File: config.mk
export PLATFORM = sky130hd
export DESIGN_NAME = vector_serializer
export DESIGN_NICKNAME = d
export VERILOG_FILES = /design/src/rtl/vector_pkg.sv /design/src/rtl/vector_reg.sv /design/src/rtl/vector_serializer.sv
export SDC_FILE = /design/constraint.sdc
export NUM_CORES = 1
export LEC_CHECK = 0
export ABC_AREA = 1
export ABC_CLOCK_PERIOD_IN_PS = 3800
export CAP_MARGIN = 20
export CORE_MARGIN = 4
export CORE_UTILIZATION = 35
export CTS_CLUSTER_DIAMETER = 150
export DETAILED_ROUTE_END_ITERATION = 8
export GPL_ROUTABILITY_DRIVEN = 0
export GPL_TIMING_DRIVEN = 0
export HOLD_SLACK_MARGIN = 0.08
export PLACE_DENSITY = 0.61
export SLEW_MARGIN = 10
export SYNTH_ARGS = -nofsm -noshare
export SYNTH_HDL_FRONTEND = slang
export SYNTH_SLANG_ARGS = --single-unit
File: constraint.sdc
create_clock -name clk -period 3.8 [get_ports clk]
set_input_delay 0.38 -clock clk [delete_from_list [all_inputs] [get_ports clk]]
set_output_delay 0.38 -clock clk [all_outputs]
set_load 0.005 [all_outputs]
File: src/rtl/vector_pkg.sv
// Shared types and helpers for the vector datapath blocks.
package vector_pkg;

  typedef enum logic [0:0] {
    S_IDLE,
    S_STREAM
  } serializer_state_t;

  // Index width for an n-entry vector; a 1-entry vector still needs a 1-bit index.
  function automatic int unsigned index_width(input int unsigned n);
    return (n <= 1) ? 1 : $clog2(n);
  endfunction

endpackage

File: src/rtl/vector_reg.sv
// Parallel-load vector register with single-scalar write and indexed scalar read.
module vector_reg
  import vector_pkg::*;
#(
  parameter int unsigned SCALAR_BITS = 32,
  parameter int unsigned LENGTH      = 5,
  localparam int unsigned INDEX_WIDTH = index_width(LENGTH),
  localparam int unsigned SIZE_BITS   = LENGTH * SCALAR_BITS
) (
  input  logic                   clk,
  input  logic                   load,
  input  logic [SIZE_BITS-1:0]   load_data,
  input  logic                   write_en,
  input  logic [INDEX_WIDTH-1:0] write_index,
  input  logic [SCALAR_BITS-1:0] write_data,
  input  logic [INDEX_WIDTH-1:0] read_index,
  output logic [SCALAR_BITS-1:0] read_data
);

  logic [SCALAR_BITS-1:0] r_mem [LENGTH];

  // Contents are data-only and deliberately not reset.
  always_ff @(posedge clk) begin
    if (load) begin
      for (int unsigned i = 0; i < LENGTH; i++) begin
        r_mem[i] <= load_data[i*SCALAR_BITS +: SCALAR_BITS];
      end
    end else if (write_en) begin
      for (int unsigned i = 0; i < LENGTH; i++) begin
        if (write_index == INDEX_WIDTH'(i)) begin
          r_mem[i] <= write_data;
        end
      end
    end
  end

  // Explicit mux keeps out-of-range indices (non power-of-two LENGTH) well defined.
  always_comb begin
    read_data = '0;
    for (int unsigned i = 0; i < LENGTH; i++) begin
      if (read_index == INDEX_WIDTH'(i)) begin
        read_data = r_mem[i];
      end
    end
  end

endmodule

File: src/rtl/vector_serializer.sv
// Streams a parallel-loaded vector out one scalar per valid/ready handshake.
// Define VECTOR_SERIALIZER_PREFETCH_EN to add a one-vector hold buffer (no inter-vector bubble).
module vector_serializer
  import vector_pkg::*;
#(
  parameter int unsigned SCALAR_BITS = 32,
  parameter int unsigned LENGTH      = 5,
  localparam int unsigned INDEX_WIDTH = index_width(LENGTH),
  localparam int unsigned SIZE_BITS   = LENGTH * SCALAR_BITS
) (
  input  logic                   clk,
  input  logic                   rst,
  input  logic                   in_valid,
  output logic                   in_ready,
  input  logic [SIZE_BITS-1:0]   in,
  output logic                   out_valid,
  input  logic                   out_ready,
  output logic [SCALAR_BITS-1:0] out,
  output logic [INDEX_WIDTH-1:0] out_index,
  output logic                   out_last,
  output logic                   busy
);

  localparam logic [INDEX_WIDTH-1:0] LastIndex = INDEX_WIDTH'(LENGTH - 1);

  serializer_state_t      r_state;
  serializer_state_t      w_state_next;
  logic [INDEX_WIDTH-1:0] r_index;
  logic [INDEX_WIDTH-1:0] w_index_next;
  logic                   w_in_hs;
  logic                   w_out_hs;
  logic                   w_at_last;
  logic                   w_load;
  logic [SIZE_BITS-1:0]   w_load_data;
  logic [SCALAR_BITS-1:0] w_read_data;

`ifdef VECTOR_SERIALIZER_PREFETCH_EN
  logic [SIZE_BITS-1:0]   r_hold;
  logic                   r_hold_full;
  logic                   w_hold_full_next;
  logic                   w_hold_load;
`endif

  assign w_in_hs   = in_valid && in_ready;
  assign w_out_hs  = out_valid && out_ready;
  assign w_at_last = (r_index == LastIndex);

  always_comb begin
    w_state_next = r_state;
    w_index_next = r_index;
    w_load       = 1'b0;
    w_load_data  = in;
`ifdef VECTOR_SERIALIZER_PREFETCH_EN
    w_hold_load      = 1'b0;
    w_hold_full_next = r_hold_full;
`endif
    unique case (r_state)
      S_IDLE: begin
        if (w_in_hs) begin
          w_state_next = S_STREAM;
          w_index_next = '0;
          w_load       = 1'b1;
        end
      end
      S_STREAM: begin
        if (w_out_hs && w_at_last) begin
          w_index_next = '0;
`ifdef VECTOR_SERIALIZER_PREFETCH_EN
          if (r_hold_full) begin
            w_load           = 1'b1;
            w_load_data      = r_hold;
            w_hold_full_next = 1'b0;
          end else if (w_in_hs) begin
            // Hold empty and a vector arrives on the final beat: bypass straight to main.
            w_load = 1'b1;
          end else begin
            w_state_next = S_IDLE;
          end
`else
          w_state_next = S_IDLE;
`endif
        end else begin
          if (w_out_hs) begin
            w_index_next = r_index + 1'b1;
          end
`ifdef VECTOR_SERIALIZER_PREFETCH_EN
          if (w_in_hs) begin
            w_hold_load      = 1'b1;
            w_hold_full_next = 1'b1;
          end
`endif
        end
      end
      default: begin
        w_state_next = S_IDLE;
        w_index_next = '0;
      end
    endcase
  end

  always_ff @(posedge clk) begin
    if (rst) begin
      r_state <= S_IDLE;
      r_index <= '0;
    end else begin
      r_state <= w_state_next;
      r_index <= w_index_next;
    end
  end

`ifdef VECTOR_SERIALIZER_PREFETCH_EN
  always_ff @(posedge clk) begin
    if (rst) begin
      r_hold_full <= 1'b0;
    end else begin
      r_hold_full <= w_hold_full_next;
    end
  end

  always_ff @(posedge clk) begin
    if (w_hold_load) begin
      r_hold <= in;
    end
  end
`endif

  vector_reg #(
    .SCALAR_BITS(SCALAR_BITS),
    .LENGTH     (LENGTH)
  ) u_main (
    .clk        (clk),
    .load       (w_load),
    .load_data  (w_load_data),
    .write_en   (1'b0),
    .write_index('0),
    .write_data ('0),
    .read_index (r_index),
    .read_data  (w_read_data)
  );

  assign out_valid = (r_state == S_STREAM);
  assign out       = out_valid ? w_read_data : '0;
  assign out_index = r_index;
  assign out_last  = out_valid && w_at_last;

`ifdef VECTOR_SERIALIZER_PREFETCH_EN
  assign in_ready = !r_hold_full;
  assign busy     = (r_state == S_STREAM) || r_hold_full;
`else
  assign in_ready = (r_state == S_IDLE);
  assign busy     = (r_state == S_STREAM);
`endif

endmodule

==> key figures, run 1 <==
Timing
  • Max frequency: 292.3 MHz
  • Final hold vios: 0
  • Setup TNS: 0 ns
  • Clk_skew: 0.009291 ns
  • Worst slew pin tran: approximately 0.57 ns
  • Max Slew Vio Count: 0
  • Final setup fails: 0
  • Unrepaired setup endpoints after global routing: no
  • Crit share post-route: 90.03%
  • Minimum clock period after layout: 3.421 ns
  • Worst slew margin: 62.14%
  • Min Hold Slack: 0.5041 ns

Route
  • DR WL/cell: 17.40 um
  • Routed vias: about 5000
  • ANT nets after route: 0
  • Drt pass-1 iters: 4
  • DR iter-0 viols: about 330
  • Routed vias/inst: 4.614
  • Post-route DRC: 0
  • Final WL: ~19000 um

Power
  • VDD IR-drop max: roughly 300 uV
  • Leakage: 0.003579 uW
  • Sequential power share: 49.0%
  • Switching share of total power: 22.10%
  • Clock share of power: 40.5%
  • Comb pwr share: 10.5%
  • Switching power: 968.7 uW
  • Cell area power density: 448.6 nW/um^2
  • Cell-internal power: 3415 uW

Final layout
  • Layout cells sized above 1: between 6 and 7%
  • Final-layout fill cell count: roughly 1700
  • Area delta synth->final: 44.04%
  • Commonest non-fill, non-tap cell in the layout: clkdlybuf4s50_1
  • Final nets: between 900 and 1000
  • # diodes: 0
  • Most frequent cells in the layout: clkdlybuf4s50_1 (202), edfxtp_1 (160), nand2_1 (103)
  • Post-route insts no fill: 1080
  • Fin area: roughly 9800 um^2

Setup path
  • Worst reg-to-reg setup slack: ~1.8 ns
  • CP Buf/Inv Count: 5
  • Worst path max stage delay: 0.54 ns
  • CP max-delay cell: clkdlybuf4s50_1
  • Crit path max fanout: 10
  • Data required, critical path: 3.42 ns
  • Cell Chain, Critical Path: inv_1, ha_1, buf_2, nand2_1, buf_2, clkbuf_1, o21ai_0, a21oi_1, clkdlybuf4s50_1
  • CP arrival: 3.04 ns
  • CP Capture Type: output port
  • Setup Crit Path Kind: reg2out
  • Delay-heaviest family, CP: buffers and inverters
  • Cell repeated most along the worst path: buf_2
  • Worst Setup Start Kind: flip-flop

CTS
  • Inserted Clock Buffers: 17
  • CTS Hold Bufs: 0
  • Clock tree sinks: 164
  • Worst-Skew Late Latency: 0.43 ns
  • CTS Buffer Depth: 2
  • CTS root buffer: clkbuf_16
  • CTS tree: yes
  • Number of H-tree levels: 4
  • Clock-pin slew on the worst setup and hold paths: 0.07 ns

Placed design
  • Placed cell count: 1049
  • DP HPWL: 13700 um
  • Placed Area: between 9000 and 10000 um^2
  • IO buf count: 202

Yosys
  • Mean Syn Cell Area: 11.58 um^2
  • Register area share after synthesis: 72.00%
  • Cells after Synth: between 500 and 600
  • Synth cell types: 18
  • Yosys warns: 0
  • Mapped Nets: 755
  • Post-Synthesis Cell Area: 6784 um^2
  • Seq cells post-synth: approximately 160

Run
  • Maxcap violations: 0

GRT
  • Initial antenna violation count: 0
  • Total grt overflow: 0
  • Aggregate global-route resource usage: about 17%
  • Vias in the first global route: 5121
  • Largest net degree at the start of global routing: 97
  • First-pass GRT wire length: 28710 um

Floorplan
  • Initial core utilization: 35.91%
  • Core ar.: 18890 um^2
  • Die ar.: 21670 um^2
  • Die W: between 100 and 150 um
  • Die Ht: 147.2 um
  • Row count: 50
  • Io pins: 203

Hold path
  • Hold Path Class: in2reg

Run status
  • Status: complete, no violations
-- power by group through the flow --
stage | registers (uW) | clock network [uW] | logic [uW]
global placement | 2190 | 0 | 448
floorplan | 2190 | 0 | 162
CTS | 2150 | 1810 | 465
detailed placement | 2190 | 0 | 462
finish | 2150 | 1780 | 458
global route | 2160 | 1890 | 500
-- metrics by stage --
| step | power [uW] | worst slack [ns] | utilization (%) |
|---|---|---|---|
| after floorplan | 2347 | 0.9275 | - |
| after global placement | 2643 | -0.06061 | 48.33 |
| after detailed placement | 2650 | 0.3553 | 48.52 |
| after CTS | 4425 | 0.04446 | 51.73 |
| after global routing | 4550 | 0.1548 | 51.72 |
| final | 4383 | 0.3788 | 51.72 |
-- registers in the layout (all words and copies together), names as in the netlist --
name and count:
busy 1, out_index 3, u_main.r_mem 160
-- worst reg2reg max path, cell delays in order (launching register included) --
cell and delay (ns):
dfxtp_1 0.32, buf_2 0.19, inv_1 0.11, nand2_1 0.15, inv_8 0.38, buf_16 0.41, a21oi_1 0.17, nor2_1 0.13
nor3_1 0.05
-- path summary, 6_finish.rpt --
path	startpoint	end	depth (start not counted)
setup / recovery	out_index[0]$_SDFFE_PP0P_	out[16]	9
hold / removal	in[144]	u_main.r_mem[0][144]$_DFFE_PP_	1
setup reg to reg	busy$_SDFF_PP0_	out_index[0]$_SDFFE_PP0P_	8
hold reg to reg	out_index[1]$_SDFFE_PP0P_	out_index[1]$_SDFFE_PP0P_	2
-- metal layers --
| layer | global-route usage (%) | wire (um) | vias up |
|---|---|---|---|
| li1 | - | - | 2480 |
| met2 | 27.72 | 8947 | 168 |
| met3 | 5.398 | 1263 | 23 |
| met5 | 0 | 0 | - |
| met4 | 5.312 | 363 | 0 |
| met1 | 23.10 | 8218 | 2312 |
-- cells in the mapped netlist --
cell type,number,area (um^2)
o21ai_0,37,185.2
nand2_1,103,386.6
inv_2,2,7.510
buf_1,2,7.510
buf_2,13,65.06
o21ai_1,28,140.1
ha_1,5,62.56
edfxtp_1,160,4805
nand3_1,96,480.5
nor3_1,1,5.000
buf_4,1,7.510
clkinv_1,28,105.1
clkbuf_1,23,86.33
dfxtp_1,4,80.08
inv_1,41,153.9
a21oi_1,37,185.2
nor2_1,4,15.01
nand2_2,1,6.260
-- repair_timing --
item                                    4_1_cts  5_1_grt
endpoints found under the setup margin       12       29
gates resized for setup                       4        4
buffers inserted                              0        0
-- cell families after synthesis --
| logic type | count (synthesis) | synth area share [%] |
|---|---|---|
| DFF | 164 | 72.00 |
| AOI/OAI and AO/OA | 102 | 7.525 |
| and+or+nand+nor | 205 | 13.17 |
| adders and majority gates | 5 | 0.9222 |
| buffers and inverters | 110 | 6.381 |
-- cell type report --
class	instances	area (um^2)	share of cell area, %
clock inverters	14	172.7	1.767
plain buffers	38	170.2	1.741
repair buffers	203	2049	20.97
well taps	260	325.3	3.329
flip-flops and latches	164	4885	49.99
clock buffers	18	429.2	4.392
multi-input cells	312	1466	15.01
inverters	71	274.0	2.804
Power figures use the tool's default switching activity.
==> run 2: changes to the inputs <==
--- a/config.mk
+++ b/config.mk
@@ -12,10 +12,11 @@
 export CORE_UTILIZATION = 35
 export CTS_CLUSTER_DIAMETER = 150
 export DETAILED_ROUTE_END_ITERATION = 8
+export DONT_BUFFER_PORTS = 1
 export GPL_ROUTABILITY_DRIVEN = 0
 export GPL_TIMING_DRIVEN = 0
 export HOLD_SLACK_MARGIN = 0.08
-export PLACE_DENSITY = 0.61
+export PLACE_DENSITY = 0.48
 export SLEW_MARGIN = 10
 export SYNTH_ARGS = -nofsm -noshare
 export SYNTH_HDL_FRONTEND = slang
==> run 2 against run 1 <==
  * Sequential cell count unchanged
  * Die area unchanged
  * Utilization decreased by 2.1 points
  * Non-clock buffer count decreased by 40
  * Critical path depth increased by 1
  * Critical endpoint is now out[15]
  * Total power decreased by 0.25%
  * Sequential power about the same
==> key figures, run 2 (same netlist as run 1, synthesis figures left out) <==
Timing
  • Final hold vios: 0
  • Worst slew pin tran: 0.5921 ns
  • Minimum clock period after layout: 3.321 ns
  • Final setup fails: 0
  • Max Slew Vio Count: 0
  • Final worst slack: roughly 0.48 ns
  • Unrepaired setup endpoints after global routing: no
  • Worst slew margin: 60.53%
  • Setup TNS: 0 ns
  • Clk_skew: 0.01435 ns
  • Max frequency: 301.1 MHz
  • Crit share post-route: 87.40%

Floorplan
  • Core ar.: 18890 um^2
  • Die ar.: around 22000 um^2
  • Die Ht: roughly 150 um
  • Die W: 147.2 um
  • Row count: 50
  • Io pins: 203
  • Initial core utilization: 35.91%

GRT
  • Vias in the first global route: 5127
  • Aggregate global-route resource usage: 17.62%
  • Total grt overflow: 0
  • Initial antenna violation count: 0
  • First-pass GRT wire length: between 20000 and 30000 um
  • Largest net degree at the start of global routing: 87

Final layout
  • Layout cells sized above 1: around 6.3%
  • Post-route insts no fill: 1040
  • Largest Register: u_main.r_mem
  • Most frequent cells in the layout: dlygate4sd3_1 (161), edfxtp_1 (160), nand2_1 (103)
  • Area delta synth->final: 38.29%
  • Commonest non-fill, non-tap cell in the layout: dlygate4sd3_1
  • Final nets: ~940
  • Fin area: ~9400 um^2
  • # diodes: 0
  • Max reg flops: 160

Power
  • Switching power: 975.3 uW
  • Sequential power share: 49.2%
  • Leakage: roughly 0.0035 uW
  • Switching share of total power: 22.31%
  • Cell-internal power: 3397 uW
  • Clock share of power: 42.2%
  • Comb pwr share: 8.6%
  • VDD IR-drop max: 291.1 uV
  • Cell area power density: 466.1 nW/um^2

CTS
  • CTS root buffer: clkbuf_16
  • CTS tree: yes
  • Worst-Skew Late Latency: 0.44 ns
  • Inserted Clock Buffers: 17
  • Postcts setup bufs: 0
  • Number of H-tree levels: 4
  • Clock-pin slew on the worst setup and hold paths: about 0.060 ns
  • Clock tree sinks: 164
  • CTS Buffer Depth: 2

Route
  • Routed vias/inst: 4.754
  • Final WL: 18970 um
  • Drt pass-1 iters: 5
  • Routed vias: 4944
  • DR WL/cell: around 18 um
  • ANT nets after route: 0
  • Post-route DRC: 0
  • DR iter-0 viols: 321

Placed design
  • Placed Area: 7144 um^2
  • Dpl ws: 0.8932 ns
  • Placed cell count: 847
  • DP HPWL: 12720 um
  • IO buf count: 0

Setup path
  • Setup Crit Path Kind: reg2out
  • CP max-delay cell: dfxtp_1
  • Crit path max fanout: 10
  • CP Capture Type: output port
  • Worst setup startpoint: out_index[2]$_SDFFE_PP0P_
  • Worst path max stage delay: about 0.5 ns
  • Cell Chain, Critical Path: inv_2, clkbuf_1, ha_1, clkbuf_1, inv_1, clkbuf_1, o21ai_1, clkinv_1, nand2_1, a21oi_1
  • Worst Setup Start Kind: flip-flop
  • CP arrival: just under 3 ns
  • Data required, critical path: 3.42 ns
  • Cell repeated most along the worst path: clkbuf_1
  • Start of the worst register-to-register path: busy$_SDFF_PP0_

Run status
  • Status: complete, no violations

Run
  • Maxcap violations: 0

Hold path
  • Worst hold start: out_ready
  • Hold Path Class: in2reg
run 2: area by class of cell:
class                           instances  area, um^2
Clock buffer                           17       425.4
Clock inverter                         15       200.2
Tap cell                              260       325.3
Buffer                                 39       166.4
Inverter                               71       274.0
Fill cell                            1680        9512
Timing Repair Buffer                  162        1639
Sequential cell                       164        4885
Multi-Input combinational cell        312        1466
run 2: power groups by stage:
stage	combinational (uW)	clock [uW]	sequential, uW
floorplan	162	0	2190
detailed placement	241	0	2190
CTS	380	1880	2150
global route	416	1960	2160
global placement	230	0	2200
finish	378	1840	2150
run 2: worst paths after layout:
kind | depth (start not counted) | slack, ns | to
max | 10 | 0.48 | out[15]
min | 3 | 0.20 | out_index[1]$_SDFFE_PP0P_
max reg2reg | 5 | 1.71 | u_main.r_mem[0][114]$_DFFE_PP_
min reg2reg | 2 | 0.58 | out_index[1]$_SDFFE_PP0P_
run 2: per-layer routing:
layer / GRT usage [%] / vias up / part of all wire (%)
met1: 22.26 / 2364 / 43
met3: 5.305 / 18 / 6.2
met2: 29.47 / 171 / 50
li1: - / 2391 / -
met4: 5.079 / 0 / 1.1
met5: 0 / - / 0
run 2: what timing repair did:
action | 4_1_cts | 5_1_grt
gates resized for setup | 0 | 0
endpoints found under the hold margin | 164 | 0
hold buffers | 161 | 0
run 2: stage by stage:
step | power (uW) | util, % | hold WS, ns
5_1_grt | 4536 | 49.66 | 0.2319
3_3_place_gp | 2427 | 37.63 | 0.4508
6_report | 4373 | 49.66 | 0.2012
4_1_cts | 4407 | 49.66 | 0.1775
3_5_place_dp | 2429 | 37.81 | 0.4520
2_1_floorplan | 2347 | - | 0.4491
run 2: critical path, delay by kind of cell, from the launching register on:
kind	cells	cell delay, ns
AO/OA/AOI/OAI	2	0.36
adder cells (fa/ha/maj)	1	0.27
buffers and inverters	6	1.32
flip-flops	1	0.50
AND/OR/NAND/NOR	1	0.07
==> run 3: changes to the inputs <==
--- a/config.mk
+++ b/config.mk
@@ -13,10 +13,10 @@
 export CTS_CLUSTER_DIAMETER = 150
 export DETAILED_ROUTE_END_ITERATION = 8
 export DONT_BUFFER_PORTS = 1
-export GPL_ROUTABILITY_DRIVEN = 0
 export GPL_TIMING_DRIVEN = 0
 export HOLD_SLACK_MARGIN = 0.08
 export PLACE_DENSITY = 0.48
+export SKIP_CTS_REPAIR_TIMING = 1
 export SLEW_MARGIN = 10
 export SYNTH_ARGS = -nofsm -noshare
 export SYNTH_HDL_FRONTEND = slang
==> run 3 against run 2 <==
  * Total power barely moved
  * Global-route usage decreased by 1.2 points
  * Fmax is 0.57% lower
  * Via count is 0.44% lower
  * Largest cell class unchanged
  * Sequential power hardly changed
  * Clock power is essentially flat
  * Worst hold slack better by 0.0019 ns
  * Combinational power about the same
  * Largest power group unchanged
  * Final cell count unchanged
  * Wire length is 0.47% higher
  * Critical path type unchanged
  * Sequential cell count stayed put
  * Sequential share of layout area stayed put
  * Highest routed layer unchanged
==> key figures, run 3 (same netlist as run 1, synthesis figures left out) <==
Route
  • Final WL: 19060 um
  • Routed vias: 4922
  • DR WL/cell: 18.32 um
  • Drt pass-1 iters: 5
  • Routed vias/inst: 4.733
  • Met1 wire length: 8194 um
  • Met3 wire len: 1206 um
  • Post-route DRC: 0
  • Top layer in use: met4
  • ANT nets after route: 0
  • DR iter-0 viols: 321
  • WL met2: 9488 um

Placed design
  • Placed cell count: roughly 850
  • DP HPWL: 12720 um
  • IO buf count: 0
  • Placer Congestion: 0.8019

Power
  • Leakage: 0.003469 uW
  • Cell area power density: approximately 470 nW/um^2
  • VDD IR-drop max: 278.3 uV
  • Tot Pwr: 4371 uW

Floorplan
  • Io pins: around 200
  • Die Ht: 147.2 um
  • Die W: ~150 um
  • Die ar.: roughly 22000 um^2
  • Core ar.: between 15000 and 20000 um^2
  • Row count: 50
  • Initial core utilization: 35.91%

Setup path
  • Setup Crit Path Kind: reg2out
  • CP arrival: 2.96 ns
  • Data required, critical path: 3.42 ns
  • Crit path max fanout: 10
  • Start of the worst register-to-register path: busy$_SDFF_PP0_
  • Reg2Reg Depth: 5
  • Worst reg-to-reg setup slack: 1.73 ns
  • Worst Setup Start Kind: flip-flop
  • R2r endpoint: u_main.r_mem[0][114]$_DFFE_PP_
  • CP Capture Type: output port

Timing
  • Max frequency: 299.4 MHz
  • Final setup fails: 0
  • Worst slew pin tran: 0.5833 ns
  • Setup TNS: 0 ns
  • Worst slew margin: 61.11%
  • Unrepaired setup endpoints after global routing: no
  • Final hold vios: 0
  • Clk_skew: between 0.015 and 0.02 ns
  • Crit share post-route: 87.91%
  • Max Slew Vio Count: 0
  • Min Hold Slack: 0.2031 ns
  • Minimum clock period after layout: approximately 3.3 ns

GRT
  • Initial antenna violation count: 0
  • First-pass GRT wire length: roughly 26000 um
  • Vias in the first global route: 4383
  • Aggregate global-route resource usage: 16.43%
  • Largest net degree at the start of global routing: 87
  • Total grt overflow: 0

CTS
  • Clock-pin slew on the worst setup and hold paths: 0.06 ns
  • CTS Buffer Depth: 2
  • Number of H-tree levels: 4
  • Clock tree sinks: 164
  • Inserted Clock Buffers: 17
  • CTS tree: yes
  • CTS root buffer: clkbuf_16
  • Worst-Skew Late Latency: 0.44 ns

Final layout
  • Most frequent cells in the layout: dlygate4sd3_1 (161), edfxtp_1 (160), nand2_1 (103)
  • Final-layout fill cell count: between 1500 and 2000
  • Largest Register: u_main.r_mem
  • Commonest non-fill, non-tap cell in the layout: dlygate4sd3_1
  • Max reg flops: 160
  • Area delta synth->final: 38.29%
  • Layout cells sized above 1: 6.282%
  • Final nets: 936
  • # diodes: 0
  • Area of the multi-input gates: between 1000 and 1500 um^2
  • Sequential standard cell area: 4885 um^2
  • Final Util: roughly half
  • Post-route insts no fill: around 1000

Hold path
  • Hold path depth: 3
  • Worst hold start: out_ready
  • Endpoint of the worst hold path: out_index[1]$_SDFFE_PP0P_
  • Hold Path Class: in2reg

Run status
  • Status: complete, no violations

Run
  • Maxcap violations: 0
## run 3: worst max-delay path: stages (launching register included)
cell	delay, ns
dfxtp_1	0.50
inv_2	0.15
clkbuf_1	0.27
ha_1	0.27
clkbuf_1	0.21
inv_1	0.17
clkbuf_1	0.43
o21ai_1	0.17
clkinv_1	0.08
nand2_1	0.07
a21oi_1	0.22
## run 3: layer usage
layer	global-route usage [%]	vias to the layer above
met3	7.033	16
met4	5.079	0
li1	-	2390
met1	20.39	2354
met5	0	-
met2	26.18	162
## run 3: stage by stage
stage               worst slack [ns]  instance area, um^2
floorplan                     0.9275                 6784
global placement             0.07711                 7109
detailed placement            0.8932                 7144
CTS                           0.4103                 7770
global route                  0.1526                 9382
finish                        0.4595                 9382
## run 3: worst max path at each step
stage                              start                        end  cells past startpoint
6_report       out_index[2]$_SDFFE_PP0P_                    out[15]                     10
4_1_cts        out_index[2]$_SDFFE_PP0P_                    out[10]                      9
5_1_grt        out_index[2]$_SDFFE_PP0P_                    out[15]                     10
2_1_floorplan            busy$_SDFF_PP0_  out_index[0]$_SDFFE_PP0P_                      7
3_3_place_gp             busy$_SDFF_PP0_  out_index[0]$_SDFFE_PP0P_                      7
3_5_place_dp   out_index[2]$_SDFFE_PP0P_                    out[10]                      9
## run 3: cell type report
| cell class | count | share of cell area [%] |
|---|---|---|
| multi-input combinational | 312 | 15.63 |
| clock buffer | 17 | 4.535 |
| tap | 260 | 3.468 |
| buffer | 39 | 1.774 |
| sequential | 164 | 52.07 |
| timing repair buffer | 162 | 17.47 |
| clock inverter | 15 | 2.134 |
| inverter | 71 | 2.921 |
## run 3: power breakdown
part	leakage (uW)	internal [uW]	switching (uW)	total, uW
sequential	0.00156	2120	30.5	2150
combinational	0.00161	173	205	378
clock	0.000299	1110	738	1840
